$ cat src/rtl/mem_dump_pkg.sv
// rtl/mem_dump_pkg.sv - shared widths and FSM state encoding for mem_dump
package mem_dump_pkg;

    localparam int ADDR_W = 8;
    localparam int DATA_W = 8;

    typedef enum logic [2:0] {
        IDLE  = 3'd0,
        ADDR  = 3'd1,
        PULSE = 3'd2,
        VALID = 3'd3,
        DONE  = 3'd4
    } state_t;

endpackage

$ cat src/rtl/mem_dump_if.sv
// rtl/mem_dump_if.sv - memory read port and output byte stream of mem_dump
interface mem_dump_if;
    import mem_dump_pkg::*;

    logic              mem_clock;
    logic              mem_write;
    logic [ADDR_W-1:0] mem_addr;
    logic [DATA_W-1:0] mem_data;
    logic [DATA_W-1:0] out_data;
    logic              out_valid;
    logic              out_ready;

    modport master (
        output mem_clock, mem_write, mem_addr, out_data, out_valid,
        input  mem_data, out_ready
    );

    modport slave (
        input  mem_clock, mem_write, mem_addr, out_data, out_valid,
        output mem_data, out_ready
    );

endinterface

$ cat src/rtl/mem_dump.sv
// rtl/mem_dump.sv - reads an inclusive, wrapping address range from memory
// and streams each byte out with a valid/ready handshake.
module mem_dump
    import mem_dump_pkg::*;
(
    input  logic              clock,
    input  logic              reset,
    input  logic              start,
    input  logic [ADDR_W-1:0] first_addr,
    input  logic [ADDR_W-1:0] last_addr,
    output logic              busy,
    output logic              done,
    mem_dump_if.master        bus
);

    state_t            state_q, state_d;
    logic [ADDR_W-1:0] addr_q, addr_d;
    logic [ADDR_W-1:0] last_q, last_d;
    logic [DATA_W-1:0] data_q, data_d;
    logic              mem_clock_q, mem_clock_d;
    logic              valid_q, valid_d;
    logic              done_q, done_d;

    always_ff @(posedge clock) begin
        if (reset) begin
            state_q     <= IDLE;
            addr_q      <= '0;
            last_q      <= '0;
            data_q      <= '0;
            mem_clock_q <= 1'b0;
            valid_q     <= 1'b0;
            done_q      <= 1'b0;
        end else begin
            state_q     <= state_d;
            addr_q      <= addr_d;
            last_q      <= last_d;
            data_q      <= data_d;
            mem_clock_q <= mem_clock_d;
            valid_q     <= valid_d;
            done_q      <= done_d;
        end
    end

    // Registered outputs are computed for the state being entered, so the
    // strobe is high exactly while in PULSE and done exactly while in DONE.
    always_comb begin
        state_d     = state_q;
        addr_d      = addr_q;
        last_d      = last_q;
        data_d      = data_q;
        mem_clock_d = 1'b0;
        valid_d     = valid_q;
        done_d      = 1'b0;
        unique case (state_q)
            IDLE: begin
                if (start) begin
                    addr_d  = first_addr;
                    last_d  = last_addr;
                    state_d = ADDR;
                end
            end
            ADDR: begin
                mem_clock_d = 1'b1;
                state_d     = PULSE;
            end
            PULSE: begin
                data_d  = bus.mem_data;
                valid_d = 1'b1;
                state_d = VALID;
            end
            VALID: begin
                if (bus.out_ready) begin
                    valid_d = 1'b0;
                    if (addr_q == last_q) begin
                        done_d  = 1'b1;
                        state_d = DONE;
                    end else begin
                        addr_d  = addr_q + 1'b1;
                        state_d = ADDR;
                    end
                end
            end
            DONE: begin
                state_d = IDLE;
            end
            default: begin
                state_d = IDLE;
            end
        endcase
    end

    assign bus.mem_clock = mem_clock_q;
    assign bus.mem_write = 1'b0;
    assign bus.mem_addr  = addr_q;
    assign bus.out_data  = data_q;
    assign bus.out_valid = valid_q;
    assign busy          = (state_q != IDLE);
    assign done          = done_q;

endmodule

$ cat src/flat_wrapper.sv
// flat-port wrapper written by rule: the top's interface ports become plain ports
module mem_dump_flat import mem_dump_pkg::*;
  (clock, reset, start, first_addr, last_addr, busy, done, bus_mem_clock, bus_mem_write, bus_mem_addr, bus_out_data, bus_out_valid, bus_mem_data, bus_out_ready);
  mem_dump_if bus_i ();
  input  logic clock;
  input  logic reset;
  input  logic start;
  input  logic [ADDR_W-1:0] first_addr;
  input  logic [ADDR_W-1:0] last_addr;
  output logic busy;
  output logic done;
  output wire logic [$bits(bus_i.mem_clock)-1:0] bus_mem_clock;
  output wire logic [$bits(bus_i.mem_write)-1:0] bus_mem_write;
  output wire logic [$bits(bus_i.mem_addr)-1:0] bus_mem_addr;
  output wire logic [$bits(bus_i.out_data)-1:0] bus_out_data;
  output wire logic [$bits(bus_i.out_valid)-1:0] bus_out_valid;
  input wire logic [$bits(bus_i.mem_data)-1:0] bus_mem_data;
  input wire logic [$bits(bus_i.out_ready)-1:0] bus_out_ready;
  assign bus_mem_clock = bus_i.mem_clock;
  assign bus_mem_write = bus_i.mem_write;
  assign bus_mem_addr = bus_i.mem_addr;
  assign bus_out_data = bus_i.out_data;
  assign bus_out_valid = bus_i.out_valid;
  assign bus_i.mem_data = bus_mem_data;
  assign bus_i.out_ready = bus_out_ready;
  mem_dump u_core (.clock(clock), .reset(reset), .start(start), .first_addr(first_addr), .last_addr(last_addr), .busy(busy), .done(done), .bus(bus_i));
endmodule
$ cat config.mk
export PLATFORM = sky130hd
export DESIGN_NAME = mem_dump_flat
export DESIGN_NICKNAME = d
export VERILOG_FILES = /design/src/rtl/mem_dump_pkg.sv /design/src/rtl/mem_dump_if.sv /design/src/rtl/mem_dump.sv /design/src/flat_wrapper.sv
export SDC_FILE = /design/constraint.sdc
export NUM_CORES = 1
export LEC_CHECK = 0
export ABC_CLOCK_PERIOD_IN_PS = 2100
export CAP_MARGIN = 20
export CELL_PAD_IN_SITES_DETAIL_PLACEMENT = 1
export CELL_PAD_IN_SITES_GLOBAL_PLACEMENT = 1
export CORE_MARGIN = 2
export CORE_UTILIZATION = 32
export CTS_CLUSTER_DIAMETER = 120
export CTS_CLUSTER_SIZE = 12
export DETAILED_ROUTE_END_ITERATION = 16
export PLACE_DENSITY_LB_ADDON = 0.12
export SYNTH_ARGS = -nofsm -noshare
export SYNTH_HDL_FRONTEND = slang
export SYNTH_SLANG_ARGS = --single-unit
$ cat constraint.sdc
create_clock -name clock -period 2.1 [get_ports clock]
set_input_delay 0.42 -clock clock [delete_from_list [all_inputs] [get_ports clock]]
set_output_delay 0.42 -clock clock [all_outputs]
set_load 0.01 [all_outputs]
Yosys cells after proc, flatten, opt, wreduce, memory -nomap -nowiden
Index checks and enable logic that the tools add are counted.
Widths: inputs -> output; s select.
{ "classes": {"n_addsub": 1, "n_mul": 0, "n_div": 0, "order_cmp": 0, "n_eq_ne": 7, "shift": 0, "muxes": 12, "bitwise_logic": 2, "reduce_logical": 9} }
{ "op_table": {"columns": ["op", "count"], "rows": [
  ["$mux 8", 3],
  ["$pmux 8 s2", 1],
  ["$pmux 3 s4", 1],
  ["$mux 3", 3],
  ["$add 8x1->8 const B", 1],
  ["$eq 8x8->1", 1],
  ["$eq 3x2->1 const B", 2],
  ["$ne 2x2->1 const B", 3],
  ["$reduce_and 2->1", 3],
  ["$reduce_and 4->1", 1],
  ["$reduce_bool 2->1", 2],
  ["$eq 3x1->1 const B", 1],
  ["$logic_not 3->1", 1],
  ["$mux 1", 3],
  ["$reduce_bool 3->1", 1],
  ["$reduce_or 3->1", 1],
  ["$not 1->1", 2],
  ["$pmux 1 s2", 1]
]} }
{ "word_totals": {"ff_bits": 30, "latch_bits": 0, "ramBits": 0, "rom_bits": 0, "mem_count": 0} }

Depth between registers and ports, before layout
{ "logic_depth": {"depth_word": 4, "mapped_depth": 6, "depth_no_buf": 5} }

Worst setup path before layout
No wires, ideal clock.
{ "synth_path": {"path_kind": "register to register", "startpoint": "register u_core.addr_q[2], in the netlist u_core.bus.mem_addr[2]", "endpoint": "register u_core.addr_q[7], in the netlist u_core.bus.mem_addr[7]", "setup_time_ns": 0.074, "t_arrival_ns": 1.626, "required_ns": 2.026, "slack_ns": 0.400, "path_stages_with_launch": 7, "path_buffers": 1, "path_cell_list": "dfxtp_1 > xor2_1 > nor4_2 > and2_1 > buf_6 > or4_1 > a31oi_1"} }
{ "synth_via": {"elab_chain_len": 4, "elab_cells_between_ends": 7, "classes_between": "add/sub (1); eq/ne (2); mux (3); reduce/logical (1)"} }
{ "synth_rtl": {"columns": ["item", "line_no", "source"], "rows": [
  ["start: declaration", "mem_dump.sv:17", "logic [ADDR_W-1:0] addr_q, addr_d;"],
  ["start signal: assignment", "mem_dump.sv:35", "addr_q <= addr_d;"],
  ["$add 8x1->8", "mem_dump.sv:78", "addr_d = addr_q + 1'b1;"],
  ["$mux 8", "mem_dump.sv:74", "if (addr_q == last_q) begin"],
  ["$mux 8", "mem_dump.sv:72", "if (bus.out_ready) begin"],
  ["$pmux 8 s2", "mem_dump.sv:54", "unique case (state_q)"]
]} }
Parallel ways exist; a longest one is shown, timed or not. The select of a mux whose other input is x is not followed.
A chain may end at the register's enable or synchronous reset.

Final worst setup path
{ "layout_path": {"startpoint": "register u_core.state_q[0]", "endpoint": "output busy"} }
{ "layout_via": {"elab_chain_len": 1} }
{ "layout_rtl": {"columns": ["item", "line_no", "source"], "rows": [
  ["start: declaration", "mem_dump.sv:16", "state_t state_q, state_d;"],
  ["start signal: assignment", "mem_dump.sv:34", "state_q <= state_d;"],
  ["$reduce_bool 3->1", "mem_dump.sv:97", "assign busy = (state_q != IDLE);"],
  ["end: declaration", "flat_wrapper.sv:10", "output logic busy;"]
]} }
No other way between the ends.

==> out/metrics.json <==
{
  "power_and_ir_drop": {
    "cellPowerDensity_mw_per_mm2": 799.7,
    "vdd_ir_drop_max_uv": 327.3,
    "p_seq_frac": 0.416,
    "leakagePower_nw": 0.7890,
    "p_clk_frac": 0.260,
    "p_comb_frac": 0.324,
    "power.total_mw": 1.677,
    "power.internal_mw": 1.120,
    "switching_power_as_a_share_of_total_power": 0.3319,
    "total_switching_power_mw": 0.5566
  },
  "sta": {
    "setup_ws_ps": 157.0,
    "timing.final.crit_period_ps": 1943,
    "finClkSkew_ps": 6.367,
    "grt_setup_unrepaired": "false",
    "max_slew_violation_total_from_the_final_report": 0,
    "timing.fmax_mhz": 514.7,
    "timing_hold_violations_final": 0,
    "setup_viol": 0,
    "fin_crit_sh": 0.9252
  },
  "route": {
    "routed_wl_um": 4478,
    "drt-wirelength-per-cell_um": 15.44,
    "wl_met2_um": 2205,
    "vias": 1518,
    "post_drt_via_cell_ratio": 5.234,
    "topRoutingLayerUsed": "met4",
    "drt-pass1-iter-count": 4,
    "drt_iter0_drc": 44,
    "routed_wl_met3_um": 246,
    "drtAntennaViolNets": 0,
    "met1_length_um": 1999,
    "drcViolationCount": 0
  },
  "finish": {
    "post_route_cells_drive_above_1_share": 0.1218,
    "final_nets": 267,
    "mostFrequentLayoutCells": "47 x sky130_fd_sc_hd__clkdlybuf4s50_1, 44 x sky130_fd_sc_hd__nand2_1, 30 x sky130_fd_sc_hd__dfxtp_1",
    "layout.cells.most_common": "sky130_fd_sc_hd__clkdlybuf4s50_1",
    "antenna_cells": 0,
    "syn2layout_area_growth_pct": 46.38
  },
  "cts": {
    "cts_hold_repair.buffers": 0,
    "cts_buffer_depth": 2,
    "cts_resized": 1,
    "worst_setup_hold_path_clk_slew_ps": 70,
    "cts_inserted_buffers": 5,
    "tritoncts_clock_tree": "built",
    "tritoncts_num_sinks": 30,
    "root_cell_of_the_clock_tree": "sky130_fd_sc_hd__clkbuf_8",
    "postCtsSetupRepairBufs": 0,
    "cts.htree.levels": 2,
    "insertion_delay_ps": 270
  },
  "placement": {
    "routabilityCongestion": 0.7789,
    "place_hpwl_um": 3417,
    "portBuffers": 47,
    "pre_cts_slack_ps": -6.541
  },
  "worst_setup_path": {
    "critical_path_peak_fanout": 8,
    "cp.arrival_ps": 1520,
    "start_kind": "flop",
    "cp-end-kind": "output port",
    "timing.critical_path.required_ps": 1680,
    "worstSetupPathType": "reg -> out"
  },
  "logic_synthesis": {
    "synth.net_count": 210,
    "postSynthAreaPerCell_sq_um": 7.915,
    "ys_seq_elements": 30,
    "syn_inst": 181,
    "ys.warnings.count": 0,
    "netlist_cell_types": 40,
    "syn_area_sq_mm": 0.001433,
    "synth_seq_area_share": 0.4192
  },
  "floorplan": {
    "die_wd_um": 70.91,
    "fp.dieH_um": 70.91,
    "start_util": 0.3313,
    "area_of_the_die_sq_mm": 0.005028,
    "core-area_sq_mm": 0.004324,
    "placement_rows": 24,
    "ioPinCount": 49
  },
  "worst_hold_path": {
    "min-delay-path-class": "reg -> reg"
  },
  "global_route": {
    "residual_overflow_from_global_routing": 0,
    "maximum_number_of_pins_on_one_net_before_global_route_repair": 17,
    "vias_in_the_first_global_route": 1550,
    "grt_first_pass_wirelength_um": 7383,
    "grtUsageTotal": 0.1861,
    "number_of_antenna_violations_at_the_first_check_in_global_routing": 0
  },
  "job": {
    "cap_violations": 0
  },
  "status": {
    "run_status": "finished clean"
  }
}
-- cells in the mapped netlist --
master | n | area share
sky130_fd_sc_hd__o22ai_1 | 2 | 0.0087
sky130_fd_sc_hd__a31oi_1 | 5 | 0.022
sky130_fd_sc_hd__and3_1 | 1 | 0.0044
sky130_fd_sc_hd__nor4_1 | 3 | 0.013
sky130_fd_sc_hd__o21ai_0 | 2 | 0.0070
sky130_fd_sc_hd__nand3_1 | 5 | 0.017
sky130_fd_sc_hd__o21ba_2 | 1 | 0.0070
sky130_fd_sc_hd__a211oi_1 | 4 | 0.021
sky130_fd_sc_hd__a41o_1 | 1 | 0.0070
sky130_fd_sc_hd__a21oi_1 | 19 | 0.066
sky130_fd_sc_hd__a22oi_1 | 2 | 0.010
sky130_fd_sc_hd__conb_1 | 1 | 0.0026
sky130_fd_sc_hd__dfxtp_1 | 30 | 0.42
sky130_fd_sc_hd__or3_2 | 2 | 0.010
sky130_fd_sc_hd__a311oi_1 | 2 | 0.012
sky130_fd_sc_hd__buf_6 | 1 | 0.0079
sky130_fd_sc_hd__nor2_2 | 1 | 0.0044
sky130_fd_sc_hd__o31a_2 | 1 | 0.0070
sky130_fd_sc_hd__ha_1 | 1 | 0.0087
sky130_fd_sc_hd__nand2_1 | 44 | 0.12
sky130_fd_sc_hd__inv_1 | 3 | 0.0079
sky130_fd_sc_hd__nor3_1 | 7 | 0.024
sky130_fd_sc_hd__xor2_1 | 8 | 0.049
sky130_fd_sc_hd__mux2i_1 | 1 | 0.0070
sky130_fd_sc_hd__and2_0 | 1 | 0.0044
sky130_fd_sc_hd__nor4_2 | 2 | 0.017
sky130_fd_sc_hd__buf_2 | 2 | 0.0070
sky130_fd_sc_hd__nor3b_1 | 1 | 0.0052
sky130_fd_sc_hd__or4_1 | 1 | 0.0052
sky130_fd_sc_hd__o21bai_1 | 3 | 0.016
sky130_fd_sc_hd__buf_4 | 1 | 0.0052
sky130_fd_sc_hd__and2_1 | 2 | 0.0087
sky130_fd_sc_hd__or3_1 | 2 | 0.0087
sky130_fd_sc_hd__a21boi_0 | 1 | 0.0052
sky130_fd_sc_hd__nor2_1 | 9 | 0.024
sky130_fd_sc_hd__or2_2 | 1 | 0.0044
sky130_fd_sc_hd__a22o_1 | 1 | 0.0061
sky130_fd_sc_hd__clkbuf_1 | 5 | 0.013
sky130_fd_sc_hd__clkbuf_2 | 1 | 0.0035
sky130_fd_sc_hd__a32oi_1 | 1 | 0.0061
-- per-layer routing --
| layer | up-vias | track usage |
|---|---|---|
| li1 | 746 | - |
| met1 | 724 | 0.2390 |
| met2 | 46 | 0.3094 |
| met3 | 2 | 0.04701 |
| met4 | 0 | 0.05451 |
| met5 | - | 0 |
-- power by group through the flow --
stage                     combinational [mW]  clock (mW)  sequential (mW)
after floorplan                        0.288           0            0.703
after detailed placement               0.544           0            0.710
final                                  0.544       0.436            0.697
after global routing                   0.596       0.482            0.708
after global placement                 0.526           0            0.705
after CTS                              0.548       0.450            0.698
-- cell families after synthesis --
group           after synthesis  synth area share
buf+inv                      13           0.04454
compound gates               45            0.2017
xor+xnor                      8           0.04891
simple gates                 82            0.2673
mux                           1          0.006987
other cells                   1          0.002618
fa+ha+maj                     1          0.008732
flops                        30            0.4192
-- critical path, stage by stage, from the launching register on --
cell and delay [ps]:
sky130_fd_sc_hd__dfxtp_1 390, sky130_fd_sc_hd__nor3_2 300, sky130_fd_sc_hd__inv_1 70, sky130_fd_sc_hd__clkdlybuf4s50_1 480
-- worst paths after layout --
kind	startpoint	end	slack, ps	cells after the start
setup reg to reg	u_core.bus.mem_addr[0]$_SDFFE_PP0P_	u_core.bus.mem_addr[7]$_SDFFE_PP0P_	280	5
hold / removal	u_core.bus.out_data[0]$_SDFFE_PP0P_	u_core.bus.out_data[0]$_SDFFE_PP0P_	460	2
setup / recovery	u_core.state_q[0]$_SDFFE_PP0P_	busy	160	3
hold reg to reg	u_core.bus.out_data[0]$_SDFFE_PP0P_	u_core.bus.out_data[0]$_SDFFE_PP0P_	460	2
-- area by class of cell --
cell class | count | area (sq um)
flip-flops and latches | 30 | 600.6
well taps | 52 | 65.06
multi-input cells | 138 | 773.2
clock buffers | 5 | 68.82
clock inverters | 2 | 10.01
inverters | 3 | 11.26
repair buffers | 60 | 568.0
fillers | 532 | 2227
-- state kept, by name (all words and copies together), names as in the netlist --
name                  cells
u_core.last_q             8
u_core.state_q            3
u_core.bus.mem_addr       8
u_core.bus.out_data       8
u_core.done               1
u_core.bus.mem_clock      1
u_core.bus.out_valid      1
-- through the flow --
stage / std cells / hold slack, ps / util / cell area [sq um] / TNS [ps]
6_report: 290 / 460.9 / 0.4850 / 2097 / 0
2_1_floorplan: 181 / 447.8 / - / 1433 / 0
5_1_grt: 290 / 493.0 / 0.4850 / 2097 / 0
3_5_place_dp: 283 / 454.7 / 0.4656 / 2013 / -6.541
3_3_place_gp: 283 / 442.3 / 0.4656 / 2013 / 0
4_1_cts: 290 / 464.5 / 0.4850 / 2097 / 0
No activity file was read; power rests on OpenSTA's default activity.
